## src/rtl/mw_add_seq.sv

```systemverilog
// Multi-word add sequencer.
// Operand words arrive least-significant first, one pair per beat. Each pair
// goes through one W-bit adder. The carry is registered between words, so
// operands of any length add at one word per cycle. A single output register
// holds the sum word together with its index, last marker and flags.
//
// Handshake: a beat transfers on a rising edge where valid && ready are both 1.
// Once valid is raised, it holds with stable payload until the transfer. Ready
// may depend combinationally on the far side. s_ready = !m_valid || m_ready,
// so a new beat can load in the same cycle that the held beat drains.
module mw_add_seq #(
  parameter int W    = 32,
  parameter int IDXW = 8
) (
  input  logic            clk,
  input  logic            rst,
  input  logic            s_valid,
  output logic            s_ready,
  input  logic [W-1:0]    s_a,
  input  logic [W-1:0]    s_b,
  input  logic            s_cin,
  input  logic            s_last,
  output logic            m_valid,
  input  logic            m_ready,
  output logic [W-1:0]    m_sum,
  output logic [IDXW-1:0] m_idx,
  output logic            m_last,
  output logic            m_cout,
  output logic            m_ovf,
  output logic            m_zero,
  output logic            busy
);

  typedef enum logic {
    FIRST = 1'b0,
    MID   = 1'b1
  } state_t;

  state_t          state;
  logic            carry_q;
  logic            zacc_q;
  logic [IDXW-1:0] idx_q;

  logic            accept;
  logic            cin_w;
  logic [W:0]      full_w;
  logic            c_msb_in;
  logic            sum_zero;

  assign s_ready = !m_valid || m_ready;
  assign accept  = s_valid && s_ready;

  // The first word takes the external carry-in. Later words chain the registered carry.
  assign cin_w  = (state == FIRST) ? s_cin : carry_q;
  assign full_w = {1'b0, s_a} + {1'b0, s_b} + {{W{1'b0}}, cin_w};

  // Carry into the MSB, recovered from the MSB sum bit: s = a ^ b ^ c_in.
  assign c_msb_in = s_a[W-1] ^ s_b[W-1] ^ full_w[W-1];
  assign sum_zero = (full_w[W-1:0] == '0);

  // busy doubles as the observable state of the two-state FSM.
  assign busy = (state == MID);

  // Sequencer state, inter-word carry, word index, zero accumulator and output register.
  always_ff @(posedge clk) begin
    if (rst) begin
      state   <= FIRST;
      carry_q <= 1'b0;
      zacc_q  <= 1'b1;
      idx_q   <= '0;
      m_valid <= 1'b0;
      m_sum   <= '0;
      m_idx   <= '0;
      m_last  <= 1'b0;
      m_cout  <= 1'b0;
      m_ovf   <= 1'b0;
      m_zero  <= 1'b0;
    end else begin
      if (accept) begin
        m_valid <= 1'b1;
        m_sum   <= full_w[W-1:0];
        m_idx   <= idx_q;
        m_last  <= s_last;
        m_cout  <= full_w[W];
        m_ovf   <= s_last & (c_msb_in ^ full_w[W]);
        m_zero  <= s_last & zacc_q & sum_zero;
        if (s_last) begin
          state   <= FIRST;
          carry_q <= 1'b0;
          idx_q   <= '0;
          zacc_q  <= 1'b1;
        end else begin
          state   <= MID;
          carry_q <= full_w[W];
          idx_q   <= idx_q + 1'b1;
          zacc_q  <= zacc_q & sum_zero;
        end
      end else if (m_ready) begin
        m_valid <= 1'b0;
      end
    end
  end

endmodule
```

## config.mk

```make
export PLATFORM = sky130hd
export DESIGN_NAME = mw_add_seq
export DESIGN_NICKNAME = d
export VERILOG_FILES = /design/src/rtl/mw_add_seq.sv
export SDC_FILE = /design/constraint.sdc
export NUM_CORES = 1
export LEC_CHECK = 0
export CORE_MARGIN = 3
export CORE_UTILIZATION = 35
export CTS_BUF_LIST = sky130_fd_sc_hd__clkbuf_16
export DETAILED_ROUTE_END_ITERATION = 12
export MAX_ROUTING_LAYER = met4
export SLEW_MARGIN = 30
export SYNTH_ARGS = -nofsm -noshare
export SYNTH_HDL_FRONTEND = slang
export SYNTH_SLANG_ARGS = --single-unit
```

## constraint.sdc

```tcl
create_clock -name clk -period 11.16 [get_ports clk]
set_input_delay 2.232 -clock clk [delete_from_list [all_inputs] [get_ports clk]]
set_output_delay 2.232 -clock clk [all_outputs]
set_load 0.005 [all_outputs]
```

==> results of run 1 <==
-- power groups by stage --
stage | clock network (W) | registers (W) | logic (W)
5_1_grt | 0.000195 | 0.000224 | 0.000255
6_report | 0.000183 | 0.000222 | 0.000230
3_3_place_gp | 0 | 0.000226 | 0.000228
3_5_place_dp | 0 | 0.000227 | 0.000229
2_1_floorplan | 0 | 0.000226 | 0.000140
4_1_cts | 0.000189 | 0.000222 | 0.000231
-- stage by stage --
step / setup WS (ns) / utilization, %
5_1_grt: 5.05 / 48.6
2_1_floorplan: 5.78 / -
6_report: 5.38 / 48.6
3_3_place_gp: 5.15 / 47.1
3_5_place_dp: 5.04 / 47.1
4_1_cts: 5.34 / 48.5
-- cells by family (layout without fill, tap and decap cells) --
logic type | after synthesis | count (layout)
compound gates | 167 | 167
xor+xnor | 20 | 20
fa+ha+maj | 34 | 34
buf+inv | 43 | 140
flops | 56 | 56
mux | 5 | 5
simple gates | 244 | 244
-- per-layer routing --
| metal | vias up | global-route usage (%) | wire length, um |
|---|---|---|---|
| met3 | 2 | 1.93 | 619 |
| met5 | - | - | 0 |
| met4 | 0 | 1.62 | 10 |
| met1 | 2077 | 26.1 | 5980 |
| li1 | 2270 | - | - |
| met2 | 133 | 31.0 | 6030 |
-- worst max-delay path: stages --
cell and delay, ns:
clkdlybuf4s50_1 0.40, mux2_2 0.27, fa_1 0.41, fa_1 0.43
a21o_1 0.23, a221oi_4 0.35, nor3_2 0.15, or4_4 0.44
a221oi_2 0.28, nand4b_1 0.17, nor4_2 0.24, nand4_1 0.16
o41ai_2 0.21
-- layout make-up --
cell class | instances | area (um^2) | share of cell area (%)
flip-flops and latches | 56 | 1120 | 19.9
clock buffers | 5 | 125 | 2.22
multi-input cells | 470 | 2950 | 52.2
repair buffers | 118 | 1170 | 20.8
clock inverters | 3 | 42.5 | 0.754
inverters | 14 | 52.6 | 0.932
well taps | 143 | 179 | 3.17
-- final timing paths --
kind | from | endpoint | slack, ns | cells after the start
max | s_cin | m_zero | 5.38 | 13
min | m_idx[6] | m_idx[6] | 0.46 | 2
max reg2reg | busy | m_zero | 7.28 | 12
min reg2reg | m_idx[6] | m_idx[6] | 0.46 | 2
-- layout by cell type, fill, tap and decap left out, types with 14 or more instances in the layout --
cell type	count
a21o_1	14
ha_1	32
nor2_1	47
nand3_1	20
nand2_1	90
dfxtp_1	56
a21oi_1	72
clkdlybuf4s50_1	115
inv_1	15
nor3_1	17
o21ai_0	21
-- sequential cells by signal, indices dropped and copies added (netlist names) --
register,cells
m_sum,32
carry_q,1
m_cout,1
m_last,1
idx_q,8
zacc_q,1
m_zero,1
m_ovf,1
m_valid,1
m_idx,8
busy,1
==> out/results.txt, run 1 <==
Max-Cap Viols = 0
Layout Cells excl Fill = 809
Leak = 2.15 nW
Htree depth = 2
Root buffer cell = clkbuf_16
N_diodes = 0
Status = complete, no violations
I/O pins = 117
Final Hold Fails = 0
Measured slew at the worst slew-check pin = 0.825 ns
Rows = 39
Max Slew Vio Count = 0
Xor and xnor fraction of the mapped netlist area = 4.14%
Netlist Area Pre-Place = 0.00423 mm^2
HP Class = reg2reg
YS warnings = 0
Layout cell share with drive strength beyond 1 = 4.20%
Die area = 0.0134 mm^2
Setup crit start kind = input pin
Switching portion of total power = 32.5%
Largest family of logic cells by synthesized area = simple AND/OR/NAND/NOR gates
Vias in the first global route = 4,116
GPL Wtd Cong = 0.875
First-pass GRT wire length = 20.1 mm
Setup crit end kind = flop
CTS tree = built
Post-synth top area cell = dfxtp_1
PnR Total Power = 0.000635 W
Max FO, Critical Path = 7
Iteration-0 DRC Markers = 250
Core area = 0.0116 mm^2
Count of different cell masters after synthesis = 68
Count leader, synth = nand2_1
Die width = 116 um
IO Port Bufs = 116
Area after DPL = 0.00547 mm^2
P&R area growth vs syn = 33.4%
Chip height = 116 um
Clock Sinks = 56
Mux contribution to synthesized area = 1.21%
Mapped Avg Cell Area = 7.43 um^2
DR DRC count = 0
Min Tclk post-route = 5.78 ns
Final #Nets = 769
Post-synth EDFFs = 0
Post-DP HPWL = 9.93 mm
Largest net degree at the start of global routing = 57
CP Data Required Time = 11.37 ns
Synth top cells by count = 91 x nand2_1, 72 x a21oi_1, 56 x dfxtp_1
VDD IR-drop max = 75.1 uV
Tcrit/Tclk final = 51.8%
Async set or reset register ratio after synthesis = 0%
Worst Hold Margin = 0.457 ns
Remaining global-route overflow = 0
Post-CTS Setup Bufs = 0
Sw power = 0.000206 W
WL per Instance = 15.6 um
Initial antenna violation count = 0
RSZ-0062 raised after global routing = no
Initial Utilization = 36.4%
CTS Buf Count = 5
Via count = 4,482
Routed WL = 12.6 mm
Relative slew slack = 44.3%
Fill cells = 1,196
Worst-path clk slew = 0.08 ns
Synth Area in Simple Gates = 28.1%
Ranking of synthesized cells by area = dfxtp_1 27%, ha_1 9.5%, a21oi_1 8.5%, nand2_1 8.1%, nor2_1 4.2%
Sequential power share = 34.9%
CP Data Arrival Time = 5.98 ns
Clock power frac = 28.8%
Synth top area share = 26.5%
Post-Syn Nets = 673
Routed Antenna Nets = 0
CTS Buffer Depth = 2
Later-pin clock latency in the skew report = 0.30 ns
Internal = 0.000428 W
Comb pwr share = 36.3%
Pwr Density = 113 mW/mm^2
DR vias/cell = 5.54
Post-Syn Instances = 569
Worst Clk Skew = 0.00866 ns
Hold-fix buffers at CTS = 0
Seq cells post-synth = 56
Setup CP Type = in2reg
Fmax = 173 MHz
Gr usage total = 18.8%
Dominant synthesized flop cell = dfxtp_1
DR pass1 iterations = 5
Final setup fails = 0
Design Area, Final = 0.00564 mm^2
Post-synthesis sequential area ratio = 26.5%
Placed insts = 801
Post-CTS Resized = 0
Adder-Cell Fraction of Synth Area = 10.4%
Post-synthesis compound-gate area fraction = 25.8%
Setup tns final = 0 ns
No activity file was read; power rests on OpenSTA's default activity.
==> inputs of run 2 (changes only) <==
==> constraint.sdc (replaced) <==
create_clock -name clk -period 5.8 [get_ports clk]
set_input_delay 1.16 -clock clk [delete_from_list [all_inputs] [get_ports clk]]
set_output_delay 1.16 -clock clk [all_outputs]
set_load 0.005 [all_outputs]
==> run 2 against run 1 <==
  * Clock-buffer cell count unchanged
  * Combinational power increased by 93%
  * Design area decreased by 0.27%
  * Via count decreased by 0.38%
  * Clock skew increased by 0.0015 ns
  * Largest power group unchanged
  * Setup slack got worse by 4.3 ns
  * Highest routed layer unchanged
  * First-iteration DRC count decreased by 9.2%
  * Wire length about the same
  * Critical path type unchanged
  * Largest cell class unchanged
  * Final cell count unchanged
  * Utilization decreased by 0.13 points
==> out/results.txt, run 2 (same netlist as run 1, synthesis figures left out) <==
Status = complete, no violations
Chip height = 116 um (unchanged)
Initial Utilization = 36.4% (unchanged)
Max FO, Critical Path = 7 (unchanged)
I/O pins = 117 (unchanged)
IO Port Bufs = 116 (unchanged)
Hold-fix buffers at CTS = 0 (unchanged)
Leak = 2.13 nW (-0.61%)
N_diodes = 0 (unchanged)
HP Class = reg2reg
DR pass1 iterations = 4 (-1)
Worst-path clk slew = 0.08 ns (about the same)
Largest register FFs = 32 (unchanged)
Tcrit/Tclk final = 81.7%
Area after DPL = 0.00547 mm^2 (about the same)
Relative slew slack = 46.2% (+2.0 points)
Root buffer cell = clkbuf_16
Worst reg2reg startpoint = busy
Largest net degree at the start of global routing = 53 (-7.0%)
Setup ws final = 1.06 ns (-4.32 ns)
Initial antenna violation count = 0 (unchanged)
Commonest cells after routing, fill and taps aside = 115 x clkdlybuf4s50_1, 90 x nand2_1, 72 x a21oi_1, 56 x dfxtp_1, 47 x nor2_1
Top flop regs = m_sum: 32 flops, idx_q: 8 flops, m_idx: 8 flops
Worst r2r path cells = 12 (unchanged)
GPL Wtd Cong = 0.879 (+0.41%)
Setup CP Type = in2reg
PnR Total Power = 0.00119 W (+88%)
Remaining global-route overflow = 0 (unchanged)
Pwr Density = 212 mW/mm^2 (+88%)
Via count = 4,465 (-0.38%)
Core area = 0.0116 mm^2 (unchanged)
Final #Nets = 769 (unchanged)
Min Tclk post-route = 4.74 ns
Rows = 39 (unchanged)
Later-pin clock latency in the skew report = 0.29 ns (about the same)
Measured slew at the worst slew-check pin = 0.786 ns (-0.0387 ns)
Max-Cap Viols = 0 (unchanged)
DR DRC count = 0 (unchanged)
RSZ-0062 raised after global routing = no
Clock Sinks = 56 (unchanged)
P&R area growth vs syn = 33.1%
Htree depth = 2 (unchanged)
Iteration-0 DRC Markers = 227 (-9.2%)
Final setup fails = 0 (unchanged)
Fill cells = 1,157 (-3.3%)
Vias in the first global route = 4,273 (+3.8%)
Hold Path Depth = 2 (unchanged)
Setup tns final = 0 ns (unchanged)
Post-CTS Resized = 0 (unchanged)
CP Data Required Time = 6.01 ns (-5.36 ns)
Place WS = 0.761 ns (-4.28 ns)
Most flop-heavy register = m_sum
Routed WL = 12.6 mm (about the same)
Commonest non-fill, non-tap cell in the layout = clkdlybuf4s50_1
Final Hold Fails = 0 (unchanged)
VDD IR-drop max = 124 uV (+66%)
First-pass GRT wire length = 20.5 mm (+1.6%)
Worst Hold End = m_sum[24]
Worst Clk Skew = 0.0102 ns (+0.00152 ns)
Routed Antenna Nets = 0 (unchanged)
Max Slew Vio Count = 0 (unchanged)
Fmax = 211 MHz
CP Data Arrival Time = 4.95 ns (-1.03 ns)
Die area = 0.0134 mm^2 (unchanged)
Post-DP HPWL = 10.1 mm (+1.6%)
Layout cell share with drive strength beyond 1 = 4.50% (+0.30 points)
Setup crit end kind = flop
Reg2reg end = m_zero
Setup crit start kind = input pin
CTS Buffer Depth = 2 (unchanged)
DR vias/cell = 5.52 (-0.38%)
WL per Instance = 15.6 um (about the same)
Post-CTS Setup Bufs = 0 (unchanged)
CTS tree = built
HP Start = m_sum[24]
R2R Setup Slk = 1.86 ns (-5.42 ns)
Die width = 116 um (unchanged)
Gr usage total = 19.1% (+0.25 points)
Design Area, Final = 0.00563 mm^2 (-0.27%)
CTS Buf Count = 5 (unchanged)
-- run 2: cell types whose count changed in the layout (fill, tap and decap cells not counted) --
cell and change:
a2111oi_0 +1, clkinvlp_4 +1, and2_1 -1, inv_1 -1
a2111oi_1 -1, and2_2 +1, clkinv_4 +1, inv_8 +1
bufinv_16 -1, inv_6 -1
-- run 2: routing by layer --
metal,up-vias,wire (um),GRT usage (%)
met3,11,537,2.61
met2,122,5880,30.7
met4,0,129,2.94
met1,2063,6080,26.0
li1,2269,-,-
met5,-,0,-
-- run 2: worst max-delay path, stage by stage --
cell and delay (ns):
clkdlybuf4s50_1 0.40, mux2_2 0.27, fa_1 0.40, fa_1 0.43, a21o_1 0.23, a221oi_4 0.36, nor3_2 0.15, or4_4 0.44
a221oi_2 0.27, nand4b_1 0.16, nor4_2 0.29, nand4_1 0.18, o41ai_2 0.21
-- run 2: per-stage QoR --
stage,util (%),hold slack [ns],std cells
floorplan,-,0.438,569
global placement,47.1,0.441,801
detailed placement,47.1,0.449,801
CTS,48.4,0.462,809
global route,48.4,0.475,809
finish,48.4,0.456,809
-- run 2: worst max path at each step --
stage	startpoint	to	slack, ns	depth (start not counted)
CTS	s_cin	m_zero	1.07	13
global placement	s_cin	m_zero	0.85	13
global route	s_cin	m_zero	0.90	13
detailed placement	s_cin	m_zero	0.76	13
finish	s_cin	m_zero	1.06	13
floorplan	s_cin	m_zero	1.50	12
-- run 2: cell type report --
type,count,area [um^2],share of cell area (%)
clock buffer,5,125,2.22
clock inverter,3,27.5,0.489
inverter,14,52.6,0.934
multi-input combinational,470,2950,52.4
sequential,56,1120,19.9
tap,143,179,3.18
timing repair buffer,118,1170,20.9
-- run 2: power breakdown --
part / switching (W) / total, W / internal (W) / leakage [nW]
clock: 0.000156 / 0.000320 / 0.000165 / 0.0719
combinational: 0.000236 / 0.000444 / 0.000208 / 1.60
sequential: 0.0000151 / 0.000426 / 0.000411 / 0.459
total: 0.000406 / 0.00119 / 0.000784 / 2.13
